File: src/rtl/seq_divider.sv
// Sequential restoring shift-subtract divider: 2*DW-bit dividend / DW-bit divisor,
// one quotient bit per clock, load/valid handshake matching the shift-add multiplier.
module seq_divider #(
   parameter int DW = 8
) (
   input  logic              clk,
   input  logic              rst,
   input  logic              load,
   input  logic [2*DW-1:0]   dividend,
   input  logic [DW-1:0]     divisor,
   output logic [2*DW-1:0]   quotient,
   output logic [DW-1:0]     remainder,
   output logic              busy,
   output logic              valid,
   output logic              div_zero
);

   // state | meaning
   // IDLE  | no result yet, waiting for load
   // RUN   | one restoring iteration per clock, 2*DW in total
   // DONE  | quotient/remainder valid, held until next load
   typedef enum logic [1:0] {IDLE = 2'd0, RUN = 2'd1, DONE = 2'd2} state_t;

   localparam int CW = $clog2(2*DW);
   localparam logic [CW-1:0] LAST = CW'(2*DW-1);

   state_t          state, state_nxt;
   logic [2*DW-1:0] dvd_q;
   logic [DW-1:0]   dsr_q;
   logic [DW:0]     prem_q;
   logic [CW-1:0]   cnt;

   logic            accept;
   logic [DW+1:0]   shifted;
   logic [DW+1:0]   trial;
   logic            ge;
   logic [DW:0]     prem_nxt;
   logic [2*DW-1:0] dvd_nxt;

   assign accept = load && (state != RUN);

   // The dividend register doubles as the quotient shift register: each shift
   // pushes one dividend bit out of the MSB and one quotient bit into the LSB.
   assign shifted  = {prem_q, dvd_q[2*DW-1]};
   assign trial    = shifted - {2'b00, dsr_q};
   assign ge       = ~trial[DW+1];
   assign prem_nxt = ge ? trial[DW:0] : shifted[DW:0];
   assign dvd_nxt  = {dvd_q[2*DW-2:0], ge};

   always_ff @(posedge clk or negedge rst) begin
      if (!rst) state <= IDLE;
      else      state <= state_nxt;
   end

   always_comb begin
      state_nxt = state;
      case (state)
         IDLE, DONE: if (load) state_nxt = (divisor == '0) ? DONE : RUN;
         RUN:        if (cnt == LAST) state_nxt = DONE;
         default:    state_nxt = IDLE;
      endcase
   end

   always_comb begin
      busy  = (state == RUN);
      valid = (state == DONE);
   end

   always_ff @(posedge clk or negedge rst) begin
      if (!rst) begin
         dvd_q     <= '0;
         dsr_q     <= '0;
         prem_q    <= '0;
         cnt       <= '0;
         quotient  <= '0;
         remainder <= '0;
         div_zero  <= 1'b0;
      end else if (accept) begin
         dvd_q    <= dividend;
         dsr_q    <= divisor;
         prem_q   <= '0;
         cnt      <= '0;
         div_zero <= (divisor == '0);
         if (divisor == '0) begin
            quotient  <= '1;
            remainder <= dividend[DW-1:0];
         end
      end else if (state == RUN) begin
         dvd_q  <= dvd_nxt;
         prem_q <= prem_nxt;
         cnt    <= cnt + CW'(1);
         if (cnt == LAST) begin
            quotient  <= dvd_nxt;
            remainder <= prem_nxt[DW-1:0];
         end
      end
   end

endmodule

File: config.mk
export PLATFORM = sky130hd
export DESIGN_NAME = seq_divider
export DESIGN_NICKNAME = d
export VERILOG_FILES = /design/src/rtl/seq_divider.sv
export SDC_FILE = /design/constraint.sdc
export NUM_CORES = 1
export LEC_CHECK = 0
export CAP_MARGIN = 0
export CORE_ASPECT_RATIO = 0.6
export CORE_MARGIN = 4
export CORE_UTILIZATION = 35
export CTS_CLUSTER_DIAMETER = 30
export DETAILED_ROUTE_END_ITERATION = 8
export SETUP_SLACK_MARGIN = 0.3
export SYNTH_ARGS = -nofsm -noshare
export SYNTH_HDL_FRONTEND = slang
export SYNTH_SLANG_ARGS = --single-unit
export TNS_END_PERCENT = 100
File: constraint.sdc
create_clock -name clk -period 2 [get_ports clk]
set_input_delay 0.3 -clock clk [delete_from_list [all_inputs] [get_ports clk]]
set_output_delay 0.3 -clock clk [all_outputs]
set_load 0.02 [all_outputs]
==> flow_summary.json <==
{
  "drc": 0,
  "post-dp-hpwl_um": 6310,
  "ir_drop_uv": 863,
  "grt_overflow": 0,
  "die_h_um": 81.6,
  "end_kind": "register",
  "pin_count": 54,
  "syn_area_per_cell_um2": 9.58,
  "arrival_ns": 2.46,
  "syn_inst": 330,
  "seqCellArea_mm2": 0.00160,
  "fillerInstances": 751,
  "fin_crit_ns": 2.26,
  "cts_tree": "yes",
  "status": "finished, violations left",
  "cp_max_fo": 6,
  "wirelength_um": 9130,
  "synth_ff_type": "dfrtp_1",
  "worst_setup_path_start_kind": "register",
  "violations": "setup timing",
  "ys_seq_elements": 64,
  "gp_congestion": 0.802,
  "grt_pass1_wl_um": 14700,
  "min_path_cells": 3,
  "max_freq_mhz": 443,
  "die_w_um": 131,
  "grt_setup_unrepaired": "yes",
  "ctsLongestPathBuffers": 2,
  "yosysTopAreaCell": "dfrtp_1",
  "hold_path_class": "in -> reg",
  "dp_cells": 530,
  "min-delay-start": "divisor[2]",
  "final_util": 0.567,
  "setup_viol": 17,
  "fin_skew_ns": 0.00314,
  "nets": 481,
  "stdcell_count": 560,
  "clock-sinks": 64,
  "slew_violations": 0,
  "synth.most_common_cell": "dfrtp_1",
  "n_antenna_cell": 0,
  "core.rowCount": 26,
  "worstRegToRegCells": 8,
  "synth_fp_nets": 367,
  "grt_max_degree": 25,
  "holdPathEnd": "dsr_q[2]",
  "synth_area_mm2": 0.00316,
  "cts_made_buffers": 9,
  "port_buffers": 53,
  "dieArea_mm2": 0.0107,
  "initial_core_util": 0.366,
  "firstDrtPassIters": 4,
  "antenna_found_initial": 0,
  "grt_pass1_vias": 2780,
  "slowest_stage": "dfrtp_1",
  "seq_area_frac_synth": 0.506,
  "grtUsageTotal": 0.182,
  "drive_above_1_share": 0.288,
  "async_flop_share": 1.00,
  "synthTopCellsByCount": "dfrtp_1 (64), nor2_1 (44), a21oi_1 (36), nand2_1 (31), o21ai_0 (26)",
  "synth-edff-count": 0,
  "crit_buf_inv": 2,
  "use_met2": 0.261,
  "path_common_cell": "buf_4",
  "wire_per_inst_um": 16.3,
  "crit_required_ns": 2.21,
  "clk_pin_slew_worst_paths_ns": 0.05,
  "htree_levels": 3,
  "synth.area.top_cells": "dfrtp_1 (51%), mux2i_1 (6.6%), a21oi_1 (5.7%)",
  "setup_slack_ns": -0.256,
  "rr_endpoint": "remainder[4]",
  "vias_per_cell": 5.04,
  "rrSetupSlack_ns": -0.26,
  "worstSkewPairLatency_ns": 0.33,
  "use_met3": 0.0520,
  "fp.coreArea_mm2": 0.00865,
  "crit_type": "reg -> reg",
  "final.period_utilization": 1.13,
  "syn2layout_area_growth_pct": 55.2,
  "powerDensity_mw_per_mm2": 1900,
  "crit_family": "compound AO/OA/AOI/OAI gates",
  "ys_types": 47,
  "cpPeakStageDelay_ns": 0.40,
  "grt_most_used_layer": "met1",
  "cts-root-buf": "clkbuf_16",
  "multi_input_area_mm2": 0.00167,
  "synth_top_cell_area_share": 0.506,
  "yosys_warnings": 0,
  "use_met1": 0.264,
  "maxCapViolCount": 0,
  "relSlewSlack": 0.657,
  "worst_pin_slew_ns": 0.514,
  "rr_startpoint": "prem_q[5]",
  "drt-initial-drc-count": 186,
  "cp.depth": 8,
  "power_w": 0.00934,
  "path_cells": "ha_4, and3_1, a21bo_1, a221oi_2, buf_4, mux2i_2, buf_4, o221ai_2",
  "final_hold_viol_count": 0,
  "antenna_left": 0,
  "vias": 2821,
  "p_leak_nw": 2.18
}
==> worst max path at each step <==
stage | startpoint | endpoint
floorplan | prem_q[0] | remainder[1]
global placement | prem_q[0] | remainder[4]
detailed placement | prem_q[0] | prem_q[0]
CTS | prem_q[0] | remainder[4]
global route | prem_q[0] | remainder[4]
finish | prem_q[5] | remainder[4]
==> power breakdown <==
part / switching (W) / internal, W
logic: 0.00268 / 0.00292
registers: 0.000415 / 0.00189
clock network: 0.000548 / 0.000894
==> logic make-up after synthesis <==
logic type / count (synthesis) / synth area share
AND/OR/NAND/NOR: 101 / 0.136
AO/OA/AOI/OAI: 95 / 0.190
flip-flops: 64 / 0.506
buffers and inverters: 33 / 0.0423
multiplexers: 22 / 0.0700
adder cells (fa/ha/maj): 10 / 0.0419
XOR/XNOR: 5 / 0.0138
==> stage by stage <==
step	setup slack, ns	instance area, µm²	hold slack (ns)	setup TNS [ns]
floorplan	-0.0538	3210	0.00441	-0.320
global placement	-0.230	4250	0.300	-2.25
detailed placement	-0.300	4250	0.303	-2.88
CTS	-0.241	4770	0.488	-2.23
global route	-0.396	4910	0.323	-4.97
finish	-0.256	4910	0.295	-2.56
==> area by class of cell <==
type / count / share of cell area
clock buffer: 12 / 0.0522
sequential: 64 / 0.326
multi-input combinational: 233 / 0.341
tap: 112 / 0.0285
inverter: 14 / 0.0107
timing repair buffer: 122 / 0.238
clock inverter: 3 / 0.00357
==> what timing repair did <==
action                                  in CTS  in global routing
hold buffers                                 1                  0
pin swaps                                    8                 14
hold endpoints to repair                    19                  0
resized for setup                           36                 20
endpoints found under the setup margin      24                 34
gates cloned                                 2                  0
buffers inserted                             6                  6
==> worst reg2reg max path, delay by kind of cell (launching register included) <==
| family | cells | cell delay (ns) |
|---|---|---|
| adder cells (fa/ha/maj) | 1 | 0.29 |
| buffers and inverters | 2 | 0.38 |
| AO/OA/AOI/OAI | 3 | 0.60 |
| flip-flops | 1 | 0.40 |
| multiplexers | 1 | 0.24 |
| AND/OR/NAND/NOR | 1 | 0.23 |
==> placed cells by master, fill, tap and decap left out, drive strengths merged, types with 3 or more instances in the layout <==
master,synthesis,final
buf,4,69
dfrtp,64,64
clkdlybuf4s50,0,48
nor2,44,44
a21oi,36,36
nand2,31,31
o21ai,28,28
mux2i,21,21
inv,14,14
nand3,13,13
clkbuf,15,12
ha,9,9
o221ai,6,6
a21o,5,5
o22a,5,5
xnor2,4,4
nor2b,4,4
a211oi,3,3
==> state kept, by name, summed over array words and instances (netlist names) <==
name       count
prem_q         9
div_zero       1
dsr_q          8
state          2
cnt            4
dvd_q         16
quotient      16
remainder      8
==> per-layer routing <==
| metal | vias up | wire (µm) |
|---|---|---|
| met2 | 60 | 3960 |
| li1 | 1394 | - |
| met1 | 1357 | 4640 |
| met3 | 10 | 425 |
| met4 | 0 | 101 |
| met5 | - | 0 |
Power figures use the tool's default switching activity.
